[config.mk]
export PLATFORM = sky130hd
export DESIGN_NAME = reg_cmd_engine
export DESIGN_NICKNAME = d
export VERILOG_FILES = /design/src/rtl/reg_cmd_engine.sv
export SDC_FILE = /design/constraint.sdc
export NUM_CORES = 1
export LEC_CHECK = 0
export CAP_MARGIN = 10
export CORE_MARGIN = 1
export CORE_UTILIZATION = 55
export CTS_BUF_LIST = sky130_fd_sc_hd__clkbuf_16
export DETAILED_ROUTE_END_ITERATION = 8
export GPL_TIMING_DRIVEN = 0
export MAX_ROUTING_LAYER = met4
export PLACE_DENSITY = 0.91
export SKIP_LAST_GASP = 1
export SLEW_MARGIN = 0
export SYNTH_ARGS = -nofsm -noshare
export SYNTH_HDL_FRONTEND = slang
export SYNTH_SLANG_ARGS = --single-unit
[constraint.sdc]
create_clock -name clk_i -period 4.1 [get_ports clk_i]
set_clock_uncertainty 0.2 [all_clocks]
set_input_delay 1.025 -clock clk_i [delete_from_list [all_inputs] [get_ports clk_i]]
set_output_delay 1.025 -clock clk_i [all_outputs]
set_load 0.05 [all_outputs]
[src/rtl/reg_cmd_engine.sv]
// Byte-stream register command engine: decodes {rw,addr} / length / data packets
// into register strobes and streams read data back through the transmit FIFO.
module reg_cmd_engine #(
  parameter int unsigned TIMEOUT = 1000000
) (
  input  logic       clk_i,
  input  logic       reset_i,
  input  logic       cmdfifo_rxf,
  input  logic [7:0] cmdfifo_din,
  output logic       cmdfifo_rd,
  input  logic       cmdfifo_txe,
  output logic       cmdfifo_wr,
  output logic [7:0] cmdfifo_dout,
  output logic [6:0] reg_address,
  output logic [7:0] reg_bytecnt,
  output logic [7:0] reg_datao,
  input  logic [7:0] reg_datai,
  output logic       reg_read,
  output logic       reg_write,
  output logic       busy_o,
  output logic       timeout_o
);
  localparam int unsigned CW = (TIMEOUT > 2) ? $clog2(TIMEOUT) : 1;
  // Fire on the cycle the counter would step onto TIMEOUT-1.
  localparam logic [CW-1:0] TO_LAST = CW'(TIMEOUT - 2);

  typedef enum logic [2:0] {
    IDLE, GET_LEN, WR_DATA, RD_REQ, RD_CAPT, TX_WAIT, TX_HOLD
  } state_e;

  state_e        state_q, state_d;
  logic          rw_q, rw_d;
  logic [7:0]    len_q, len_d;
  logic [CW-1:0] tmr_q, tmr_d;
  logic          rd_q, rd_d, wr_q, wr_d, read_q, read_d, write_q, write_d;
  logic          busy_q, busy_d, tout_q, tout_d;
  logic [7:0]    dout_q, dout_d, bytecnt_q, bytecnt_d, datao_q, datao_d;
  logic [6:0]    addr_q, addr_d;
  logic [7:0]    wr_idx, last_idx;
  logic          tmr_expired;

  always_comb begin
    // The byte index steps the cycle after each write strobe.
    wr_idx      = write_q ? bytecnt_q + 8'd1 : bytecnt_q;
    last_idx    = len_q - 8'd1;
    tmr_expired = (tmr_q == TO_LAST);
    state_d   = state_q;
    rw_d      = rw_q;
    len_d     = len_q;
    tmr_d     = '0;
    rd_d      = 1'b0;
    wr_d      = 1'b0;
    read_d    = 1'b0;
    write_d   = 1'b0;
    tout_d    = 1'b0;
    dout_d    = dout_q;
    bytecnt_d = wr_idx;
    datao_d   = datao_q;
    addr_d    = addr_q;
    unique case (state_q)
      IDLE: if (cmdfifo_rxf) begin
        rw_d    = cmdfifo_din[7];
        addr_d  = cmdfifo_din[6:0];
        rd_d    = 1'b1;
        state_d = GET_LEN;
      end
      GET_LEN: begin
        if (cmdfifo_rxf) begin
          rd_d      = 1'b1;
          len_d     = cmdfifo_din;
          bytecnt_d = '0;
          if (cmdfifo_din == 8'd0) state_d = IDLE;
          else if (rw_q) begin
            read_d  = 1'b1;
            state_d = RD_REQ;
          end else state_d = WR_DATA;
        end else if (tmr_expired) begin
          tout_d  = 1'b1;
          state_d = IDLE;
        end else tmr_d = tmr_q + CW'(1);
      end
      WR_DATA: begin
        if (cmdfifo_rxf) begin
          rd_d    = 1'b1;
          write_d = 1'b1;
          datao_d = cmdfifo_din;
          if (wr_idx == last_idx) state_d = IDLE;
        end else if (tmr_expired) begin
          tout_d  = 1'b1;
          state_d = IDLE;
        end else tmr_d = tmr_q + CW'(1);
      end
      RD_REQ:  state_d = RD_CAPT;
      RD_CAPT: begin
        dout_d  = reg_datai;
        state_d = TX_WAIT;
      end
      TX_WAIT: if (cmdfifo_txe) begin
        wr_d    = 1'b1;
        state_d = TX_HOLD;
      end
      TX_HOLD: begin
        bytecnt_d = bytecnt_q + 8'd1;
        if (bytecnt_q == last_idx) state_d = IDLE;
        else begin
          read_d  = 1'b1;
          state_d = RD_REQ;
        end
      end
      default: state_d = IDLE;
    endcase
    busy_d = (state_d != IDLE);
  end

  always_ff @(posedge clk_i or negedge reset_i) begin
    if (!reset_i) begin
      state_q   <= IDLE;
      rw_q      <= 1'b0;
      len_q     <= '0;
      tmr_q     <= '0;
      rd_q      <= 1'b0;
      wr_q      <= 1'b0;
      read_q    <= 1'b0;
      write_q   <= 1'b0;
      busy_q    <= 1'b0;
      tout_q    <= 1'b0;
      dout_q    <= '0;
      bytecnt_q <= '0;
      datao_q   <= '0;
      addr_q    <= '0;
    end else begin
      state_q   <= state_d;
      rw_q      <= rw_d;
      len_q     <= len_d;
      tmr_q     <= tmr_d;
      rd_q      <= rd_d;
      wr_q      <= wr_d;
      read_q    <= read_d;
      write_q   <= write_d;
      busy_q    <= busy_d;
      tout_q    <= tout_d;
      dout_q    <= dout_d;
      bytecnt_q <= bytecnt_d;
      datao_q   <= datao_d;
      addr_q    <= addr_d;
    end
  end

  assign cmdfifo_rd   = rd_q;
  assign cmdfifo_wr   = wr_q;
  assign cmdfifo_dout = dout_q;
  assign reg_address  = addr_q;
  assign reg_bytecnt  = bytecnt_q;
  assign reg_datao    = datao_q;
  assign reg_read     = read_q;
  assign reg_write    = write_q;
  assign busy_o       = busy_q;
  assign timeout_o    = tout_q;
endmodule

==> impl_metrics.csv, run 1 <==
group,metric,value,unit
pwr,total_power,3.493,mW
cts,numCtsBuffers,9,
synthesis,yosysTopAreaCell,"dfrtp_1",
pwr,comb_power_share,46.8,%
critical_path,crit_required,4160,ps
critical_path,startpoint,"cmdfifo_rxf",
pwr,ir_drop,0.0005969,V
timing,fin_crit,3145,ps
synthesis,synth_area_leaders,"dfrtp_1, mux2_2, xnor2_1",
cts,clkSlewWorstSetupHoldPaths,60,ps
timing,final.setup.tns,0,ps
cts,clkSinkCount,69,
pwr,power.density,810.4,nW/um^2
cts,cts_resized,0,
synthesis,synth_common_cells,"dfrtp_1, nor2_1, nand2_1",
cells_and_area,nFillCells,423,
cells_and_area,multiInputGateArea,1548,um^2
timing,fmax,317.9,MHz
placed_design,numPortBuffers,56,
die,die_h,79.98,um
timing,hold_violations,0,
cells_and_area,post-route-util,73.24,%
synthesis,netlist_area,3344,um^2
synthesis,syn_inst,324,
die,coreArea,5886,um^2
timing,report.final.slew_viol_count,0,
detailed_routing,vias,2612,
detailed_routing,ant_nets,0,
global_routing,grt_overflow,0,
cts,htreeDepth,3,
hold_path,hold_class,"register to register",
timing,finalWorstSetupSlack,954.6,ps
cells_and_area,fin_nets,415,
synthesis,synth_edf_count,0,
synthesis,syn_nets,348,
critical_path,critical_path.max_fanout,10,
cts,cts_hold_buf,0,
synthesis,synthArstFlopShare,100.0,%
global_routing,antenna_found_initial,0,
cts,cts_root_buf,"clkbuf_16",
synthesis,ys_warn_count,0,
synthesis,ys_seq_area_share,51.63,%
pwr,seqPwrFrac,30.0,%
cells_and_area,area_delta_synth_final,28.88,%
pwr,leakagePower,1.838,nW
global_routing,track_usage,26.15,%
cells_and_area,register_area,1727,um^2
synthesis,ys_ff_latch,69,
cts,clk_latency,330,ps
detailed_routing,drt_pass1_iterations,4,
timing,rsz0062_at_grt,"false",
critical_path,criticalPathCategory,"input pin to register",
critical_path,endpoint,"len_q[4]$_DFFE_PN0P_",
die,ioPinCount,57,
timing,fin_crit_sh,76.72,%
global_routing,first_global_vias,2630,
critical_path,reg2reg_slack,1430,ps
pwr,p_sw,1.457,mW
synthesis,ys.flop_type,"dfrtp_1",
critical_path,r2r_end,"state_q[1]$_DFF_PN0_",
pwr,p_int,2.036,mW
pwr,switching_share,41.71,%
timing,relSlewSlack,33.88,%
cells_and_area,num_antenna_cells,0,
placed_design,gp_congestion,0.8816,
die,start_util,56.82,%
critical_path,endpoint_kind,"register",
timing,whs,303.9,ps
timing,worst_slew_pin_slew,984.2,ps
cts,postCtsSetupBuffers,0,
cts,cts_tree,"built",
detailed_routing,dr.first_iter.drc_count,198,
critical_path,worstReg2RegStart,"len_q[2]$_DFFE_PN0P_",
placed_design,dp_worst_setup_slack,680.9,ps
detailed_routing,drt_wl_total,7.202,mm
global_routing,grt_pass1_wl,12.22,mm
critical_path,reg2regPathDepth,7,
placed_design,place_hpwl,4.941,mm
run,max_cap_viol_count,0,
detailed_routing,wire_per_inst,15.29,um
cells_and_area,drive_gt1_share,12.63,%
synthesis,synth_top_area_share,51.63,%
global_routing,grt_max_degree,70,
die,dieArea,6397,um^2
synthesis,synth_cell_types,40,
timing,report.final.setup_viol,0,
detailed_routing,drc,0,
synthesis,avgSynthCellArea,10.32,um^2
detailed_routing,vias_per_cell,5.546,
pwr,pwr-share-clk,23.3,%
cts,clock_path_buffers,2,
synthesis,yosys.cell_count.top_type,"dfrtp_1",
critical_path,startpoint_type,"input pin",
die,rows,28,
critical_path,crit_arrival,3200,ps
status,status,"completed",
die,die_w,79.98,um
## sequential cells by signal (all words and copies together), names as in the netlist
register      cells
busy_o            1
cmdfifo_dout      8
cmdfifo_rd        1
cmdfifo_wr        1
len_q             8
reg_address       7
reg_bytecnt       8
reg_datao         8
reg_read          1
reg_write         1
rw_q              1
state_q           3
timeout_o         1
tmr_q            20
## critical path: stages
cell and delay (ps):
clkdlybuf4s50_1 600, nand2_1 180, nor3_1 780, clkbuf_1 430, nand2_1 100, nand2_1 80
## power by group through the flow
stage / clock [mW] / sequential (mW) / combinational (mW)
after floorplan: 0 / 1.52 / 0.659
after global placement: 0 / 1.04 / 1.59
after detailed placement: 0 / 1.05 / 1.62
after CTS: 0.819 / 1.05 / 1.64
after global routing: 0.855 / 1.07 / 1.74
final: 0.813 / 1.05 / 1.63
## layer usage
metal	GRT usage [%]	wire length (um)	up-vias
met5	-	0	-
met4	10.89	133	0
met3	4.571	333	15
met2	41.28	3543	80
met1	33.43	3191	1280
li1	-	-	1237
## cells by family (layout without fill, tap and decap cells)
family          after synthesis  in the layout  synth area share [%]
simple gates                140            140                 20.46
flops                        69             69                 51.63
xor+xnor                     43             43                 11.26
compound gates               26             26                 4.639
mux                          25             25                 8.418
buf+inv                      17             89                 2.095
fa+ha+maj                     4              4                 1.497
## worst min-delay path by stage
stage,from,to,slack [ps],cells past startpoint
finish,reg_datao[7]$_DFFE_PN0P_,reg_datao[7]$_DFFE_PN0P_,300,1
global route,cmdfifo_dout[7]$_DFFE_PN0P_,cmdfifo_dout[7]$_DFFE_PN0P_,320,1
CTS,cmdfifo_dout[7]$_DFFE_PN0P_,cmdfifo_dout[7]$_DFFE_PN0P_,310,1
detailed placement,tmr_q[0]$_DFF_PN0_,tmr_q[0]$_DFF_PN0_,280,1
global placement,tmr_q[0]$_DFF_PN0_,tmr_q[0]$_DFF_PN0_,270,1
floorplan,tmr_q[0]$_DFF_PN0_,tmr_q[0]$_DFF_PN0_,250,1
## area by class of cell
| type | instances | area share, % |
|---|---|---|
| buffer | 9 | 0.9289 |
| clock buffer | 9 | 5.225 |
| clock inverter | 7 | 2.061 |
| inverter | 8 | 0.6967 |
| multi-input combinational | 238 | 35.91 |
| sequential | 69 | 40.06 |
| tap | 75 | 2.177 |
| timing repair buffer | 56 | 12.95 |
## placed cells by master, fill, tap and decap left out, drive strengths merged, types with 2 or more instances in the layout
| cell type | n |
|---|---|
| a21oi | 6 |
| a31oi | 2 |
| and3 | 5 |
| and4 | 3 |
| buf | 6 |
| bufinv | 2 |
| clkbuf | 13 |
| clkdlybuf4s50 | 55 |
| clkinv | 3 |
| dfrtp | 69 |
| ha | 4 |
| inv | 9 |
| mux2 | 25 |
| nand2 | 40 |
| nand2b | 4 |
| nand3 | 16 |
| nand3b | 2 |
| nand4 | 6 |
| nor2 | 44 |
| nor3 | 5 |
| nor3b | 2 |
| nor4 | 5 |
| o21ai | 10 |
| o22ai | 2 |
| or3 | 3 |
| or4 | 2 |
| xnor2 | 23 |
| xor2 | 20 |
## through the flow
| step | cell area, um^2 | instances |
|---|---|---|
| 2_1_floorplan | 3344 | 324 |
| 6_report | 4310 | 471 |
| 3_3_place_gp | 3999 | 455 |
| 3_5_place_dp | 3996 | 455 |
| 4_1_cts | 4310 | 471 |
| 5_1_grt | 4310 | 471 |
Power figures use the tool's default switching activity.
==> run 2, diff against run 1 <==
Settings changed: CORE_UTILIZATION 55 to 48, PLACE_DENSITY 0.91 to 0.85.
Clock period 4.1 ns to 2.6 ns, I/O delays scaled along.
==> run 2 against run 1 <==
Compared with the run above:
- final cell count up 2.5%
- combinational power up 72%
- routed wire length grew 2.5%
- clock-buffer cell count did not move
- register-to-register slack worse by 1300 ps
- design area is 2.4% higher
- hold slack lost 87 ps
- sequential share of layout area down 0.84 points
- global-route usage fell by 3.9 points
- clock power grew 46%
- via count is 2.6% higher
- die area is 14% higher
- largest cell class unchanged
- highest routed layer unchanged
==> impl_metrics.csv, run 2 (synthesis gave the netlist of run 1 again) <==
group,metric,value,unit
status,status,"completed",
pwr,p_int,3.234,mW
pwr,seqPwrFrac,29.2,%
pwr,p_sw,2.397,mW
run,max_cap_viol_count,0,
critical_path,path_buf_inv,1,
critical_path,reg2regPathDepth,7,
timing,fmax,393.9,MHz
cts,cts_tree,"built",
cells_and_area,drive_gt1_share,16.87,%
cells_and_area,num_antenna_cells,0,
global_routing,antenna_found_initial,0,
detailed_routing,wire_per_inst,15.28,um
cts,clk_latency,330,ps
cts,clkSinkCount,69,
cells_and_area,largest_register,"tmr_q",
critical_path,worstReg2RegStart,"len_q[4]$_DFFE_PN0P_",
critical_path,slowest_delay,860,ps
detailed_routing,drt_pass1_iterations,5,
critical_path,criticalPathCategory,"register to output pin",
placed_design,place_hpwl,4.849,mm
cells_and_area,final_cell_mix,"dfrtp_1, clkdlybuf4s50_1, nor2_1",
cts,htreeDepth,3,
cells_and_area,fin_cells,483,
die,start_util,49.50,%
cells_and_area,final_area,4412,um^2
timing,worst_slew_pin_slew,848.2,ps
cts,clock_path_buffers,2,
timing,fin_crit_sh,97.64,%
placed_design,dp_cells,460,
detailed_routing,dr.first_iter.drc_count,166,
hold_path,hold_class,"input pin to asynchronous set/reset pin",
critical_path,critical_path.max_fanout,6,
critical_path,startpoint_type,"register",
critical_path,r2r_end,"state_q[1]$_DFF_PN0_",
timing,fin_crit,2539,ps
critical_path,crit_required,1750,ps
die,coreArea,6756,um^2
pwr,pwr-share-clk,21.1,%
detailed_routing,vias_per_cell,5.547,
placed_design,gp_congestion,0.8575,
cts,cts_root_buf,"clkbuf_16",
global_routing,grt_overflow,0,
placed_design,placed_area,4005,um^2
critical_path,critPathSlowestCell,"clkdlybuf4s50_1",
cts,numCtsBuffers,9,
global_routing,grt_pass1_wl,11.99,mm
cells_and_area,area_delta_synth_final,31.91,%
detailed_routing,vias,2679,
detailed_routing,drc,0,
critical_path,cp.depth,1,
critical_path,crit_family,"buffers and inverters",
cells_and_area,final_common_cell,"dfrtp_1",
critical_path,endpoint_kind,"output pin",
die,dieArea,7305,um^2
critical_path,crit_arrival,1690,ps
critical_path,reg2reg_slack,100,ps
global_routing,track_usage,22.21,%
global_routing,first_global_vias,2470,
placed_design,numPortBuffers,56,
cells_and_area,largest_reg_flops,20,
cts,clkSlewWorstSetupHoldPaths,60,ps
pwr,ir_drop,0.0009606,V
die,die_w,85.47,um
detailed_routing,ant_nets,0,
timing,report.final.slew_viol_count,0,
die,die_h,85.47,um
timing,relSlewSlack,43.45,%
cells_and_area,fin_nets,422,
timing,hold_violations,0,
critical_path,startpoint,"reg_bytecnt[3]$_DFF_PN0_",
global_routing,grt_max_degree,70,
pwr,leakagePower,1.884,nW
die,ioPinCount,57,
pwr,switching_share,42.58,%
die,rows,30,
timing,report.final.setup_viol,0,
pwr,comb_power_share,49.7,%
detailed_routing,drt_wl_total,7.379,mm
critical_path,path_cells,"clkdlybuf4s50_1",
cells_and_area,nFillCells,489,
pwr,power.density,1276,nW/um^2
[run 2: layout make-up]
cell class	count	area (um^2)	share of cell area (%)
Tap cell	80	100.1	2.269
Clock buffer	9	225.2	5.105
Buffer	9	40.04	0.9075
Clock inverter	7	67.56	1.531
Timing Repair Buffer	63	613.1	13.90
Multi-Input combinational cell	238	1605	36.39
Inverter	8	30.03	0.6807
Sequential cell	69	1730	39.22
[run 2: stage by stage]
step	setup TNS [ps]	power [mW]	worst slack, ps	hold WS [ps]	utilization (%)
after floorplan	0	3.441	156.2	154.4	-
after global placement	-113160	4.125	-1766	264.5	59.31
after detailed placement	-9178	4.205	-503.0	281.7	59.28
after CTS	0	5.468	2.143	258.5	63.98
after global routing	-27.29	5.918	-27.29	304.4	65.30
final	0	5.631	61.48	216.9	65.30
[run 2: how the worst max path moves through the flow]
stage,to,slack (ps)
2_1_floorplan,state_q[1]$_DFF_PN0_,160
3_3_place_gp,reg_bytecnt[0]$_DFF_PN0_,-1770
3_5_place_dp,len_q[7]$_DFFE_PN0P_,-500
4_1_cts,state_q[0]$_DFF_PN0_,2
5_1_grt,state_q[1]$_DFF_PN0_,-30
6_report,reg_bytecnt[3],60
[run 2: power by group through the flow]
stage,registers (mW),clock network (mW),logic [mW]
after detailed placement,1.65,0,2.55
after CTS,1.65,1.20,2.61
after global routing,1.68,1.25,2.99
after global placement,1.64,0,2.49
final,1.64,1.19,2.80
after floorplan,2.40,0,1.04
[run 2: metal layers]
metal	routed length [um]	global-route usage, %	vias up
met5	0	-	-
met3	395	4.086	22
met4	192	11.06	0
met1	3241	28.70	1309
li1	-	-	1261
met2	3549	33.75	87
[run 2: what timing repair did]
item	4_1_cts	5_1_grt
hold endpoints to repair	0	0
cloned	0	0
buffers inserted	0	7
pin swaps	1	2
hold buffers	0	0
resized for setup	4	10
setup endpoints to repair	12	5
==> RTL change, RTL diff (settings of run 2) <==
`dout_q`, `datao_q` and `addr_q` no longer have a reset.
--- a/src/rtl/reg_cmd_engine.sv
+++ b/src/rtl/reg_cmd_engine.sv
@@ -125,8 +125,5 @@
       busy_q    <= 1'b0;
       tout_q    <= 1'b0;
-      dout_q    <= '0;
       bytecnt_q <= '0;
-      datao_q   <= '0;
-      addr_q    <= '0;
     end else begin
       state_q   <= state_d;
@@ -140,9 +137,12 @@
       busy_q    <= busy_d;
       tout_q    <= tout_d;
-      dout_q    <= dout_d;
       bytecnt_q <= bytecnt_d;
-      datao_q   <= datao_d;
-      addr_q    <= addr_d;
     end
+  end
+
+  always_ff @(posedge clk_i) begin
+    dout_q  <= dout_d;
+    datao_q <= datao_d;
+    addr_q  <= addr_d;
   end
 
Formal check against the unedited RTL: not equivalent (Yosys sat finds a counterexample within 4 cycles, from zero or initial values and one cycle with reset_i low).
==> RTL change against run 2 <==
Sequential cell count unchanged; routed wire length fell by 3.9%; synthesized cell count decreased by 2.5%; final area is 1.2% lower; total power shrank 12%; worst setup slack lost 0.048 ns; area after synthesis grew 0.15%; largest power group unchanged; maximum frequency shrank 1.9%.
==> RTL change: results (changes against run 2) <==
Parameter                              Value

Placement
  Placed cell count ... 453 (-1.5%)
  Port buffer count ... 56 (unchanged)
  Gpl congestion ... 0.879 (+2.4%)
  HPWL reported at the end of detailed placement ... 4990 um (+2.9%)

Route
  Total wirelength of the detailed-routed design ... 7090 um (-3.9%)
  Number of detailed-route iterations in the first pass ... 4 (-1)
  Initial DRC Count ... 161 (-3.0%)
  Drt via density ... 5.56 (+0.22%)

Layout
  Flip-flop count of the largest register after layout ... 20 (unchanged)
  Antenna cells ... 0 (unchanged)
  Fillers ... 531 (+8.6%)
  Final Non-Filler Cells ... 469 (-2.9%)
  Count of nets after finishing ... 408 (-3.3%)
  Ratio of cells with drive above 1 in the final layout ... 11.1% (-5.8 points)

Clocking
  Maximum count of clock buffers along a single path ... 2 (unchanged)
  Clock Latency Late Sink ... 0.33 ns (about the same)
  CTS clock-pin slew for the worst setup and hold paths ... 0.06 ns (about the same)
  H-tree Lvls ... 3 (unchanged)
  Total clock buffers created by CTS ... 9 (unchanged)
  Master cell of the clock root buffer ... sky130_fd_sc_hd__clkbuf_16

Logic synthesis
  Seq/Total Area, Yosys ... 55.0% (+3.4 points)
  Largest cells by area after synthesis ... sky130_fd_sc_hd__dfrtp_1 34%, sky130_fd_sc_hd__edfxtp_1 21%, sky130_fd_sc_hd__xnor2_1 5.8%
  Proportion of register bits with asynchronous set or reset after synthesis ... 66.7% (-33 points)
  Count of flip-flops with a built-in enable after synthesis ... 23 (+23)
  Gate count after technology mapping ... 316 (-2.5%)
  Post-synth net total ... 340 (-2.3%)
  Netlist cell types ... 48 (+20%)
  Synth warnings ... 0 (unchanged)
  Prevailing post-synth register cell ... sky130_fd_sc_hd__dfrtp_1
  Top post-synthesis cells by count ... 48 x sky130_fd_sc_hd__nor2_1, 46 x sky130_fd_sc_hd__dfrtp_1, 23 x sky130_fd_sc_hd__edfxtp_1, 22 x sky130_fd_sc_hd__nand2_1, 22 x sky130_fd_sc_hd__xnor2_1

Critical path
  Highest net fanout along the worst path ... 3 (-3)
  Data arrival time of the critical path ... 2.57 ns (+0.88 ns)
  Worst Reg2Reg Path Length in Cells ... 6 (-1)

GRT
  Largest net degree at the start of global routing ... 30 (-57%)
  Routing usage on met2 ... 33.9% (+0.15 points)
  Vias in the first global route ... 2,478 (+0.32%)
  First-pass GRT wire length ... 11,600 um (-2.9%)
  Antenna violations before repair ... 0 (unchanged)
  Met3 track utilization from global routing ... 3.85% (-0.24 points)
  Aggregate global-route resource usage ... 21.2% (-1.0 points)
  Met1 demand-to-capacity share in global routing ... 27.0% (-1.7 points)

Min path
  Hold crit path type ... in -> async

Pwr
  Internal ... 2.94 mW (-9.2%)
  Clock distribution power ... 1.19 mW (about the same)
  Total chip power ... 4.95 mW (-12%)
  Leak pwr ... 1.68 nW (-11%)
  Portion of total power attributed to combinational logic ... 44.1% (-5.6 points)
  Highest ir drop seen on vdd ... 0.603 mV (-37%)

Timing
  Pin slew with the least headroom to its limit ... 0.864 ns (+0.0159 ns)

Run status
  Outcome ... complete, no violations
-- RTL change: cell count changes in the layout (fill, tap and decap cells not counted), moves of 4 or more --
cell	before	now
sky130_fd_sc_hd__a21oi_1	4	8
sky130_fd_sc_hd__buf_4	8	1
sky130_fd_sc_hd__dfrtp_1	66	46
sky130_fd_sc_hd__edfxtp_1	0	23
sky130_fd_sc_hd__mux2_2	25	7
sky130_fd_sc_hd__nand2_1	40	22
sky130_fd_sc_hd__nand4_1	5	10
sky130_fd_sc_hd__nor2_1	44	48
sky130_fd_sc_hd__nor3_1	1	7
-- RTL change: metrics by stage --
step                setup WS, ns  setup TNS [ns]  hold WS [ns]  util, %  instance area, sq um
floorplan                  0.107               0         0.154        -                  3350
global placement          -0.494          -28.62         0.268     59.4                  4010
finish                    0.0134               0        0.0468     64.5                  4360
detailed placement        -0.413           -7.17         0.284     59.6                  4030
CTS                      -0.0580         -0.0580        0.0499     64.1                  4330
global route             -0.0542         -0.0610        0.0714     64.5                  4360
-- RTL change: metal layers --
| metal | up-vias | share of wire, % |
|---|---|---|
| met1 | 1278 | 44 |
| li1 | 1244 | - |
| met4 | 0 | 1.5 |
| met5 | - | 0 |
| met3 | 8 | 5.2 |
| met2 | 77 | 50 |
-- RTL change: path summary, 6_finish.rpt --
kind | endpoint | slack (ns) | startpoint
worst max-delay path | busy_o | 0.01 | tmr_q[7]
worst min-delay path | tmr_q[16] | 0.05 | reset_i
worst max register to register | busy_o | 0.01 | tmr_q[7]
worst min register to register | tmr_q[0] | 0.29 | tmr_q[0]
max in group asynchronous | reg_bytecnt[6] | 1.66 | reset_i
min in group clk_i | tmr_q[0] | 0.29 | tmr_q[0]
-- RTL change: critical path: stages, from the launching register on --
cell                       delay [ns]
sky130_fd_sc_hd__dfrtp_1         0.39
sky130_fd_sc_hd__or4b_1          0.53
sky130_fd_sc_hd__or4_4           0.57
sky130_fd_sc_hd__o21ai_4         0.18
sky130_fd_sc_hd__a311oi_1        0.07
sky130_fd_sc_hd__nor4_1          0.35
sky130_fd_sc_hd__nand4_1         0.16
-- RTL change: logic make-up (layout without fill, tap and decap cells) --
kind of cell | Yosys count | after routing | synth area share (%)
mux | 7 | 7 | 2.35
flops | 69 | 69 | 55.0
simple gates | 143 | 143 | 22.0
buf+inv | 24 | 97 | 2.80
fa+ha+maj | 4 | 4 | 1.49
compound gates | 28 | 28 | 5.64
xor+xnor | 41 | 41 | 10.7
-- RTL change: layout make-up --
class	count	area share [%]
flip-flops and latches	69	42.3
multi-input cells	223	33.2
repair buffers	58	13.4
clock buffers	9	5.17
well taps	80	2.30
clock inverters	7	1.52
plain buffers	13	1.26
inverters	10	0.861
-- RTL change: what timing repair did --
item	CTS	global route
endpoints found under the setup margin	12	10
gates resized for setup	3	7
setup buffers	0	1
pin swaps	0	2
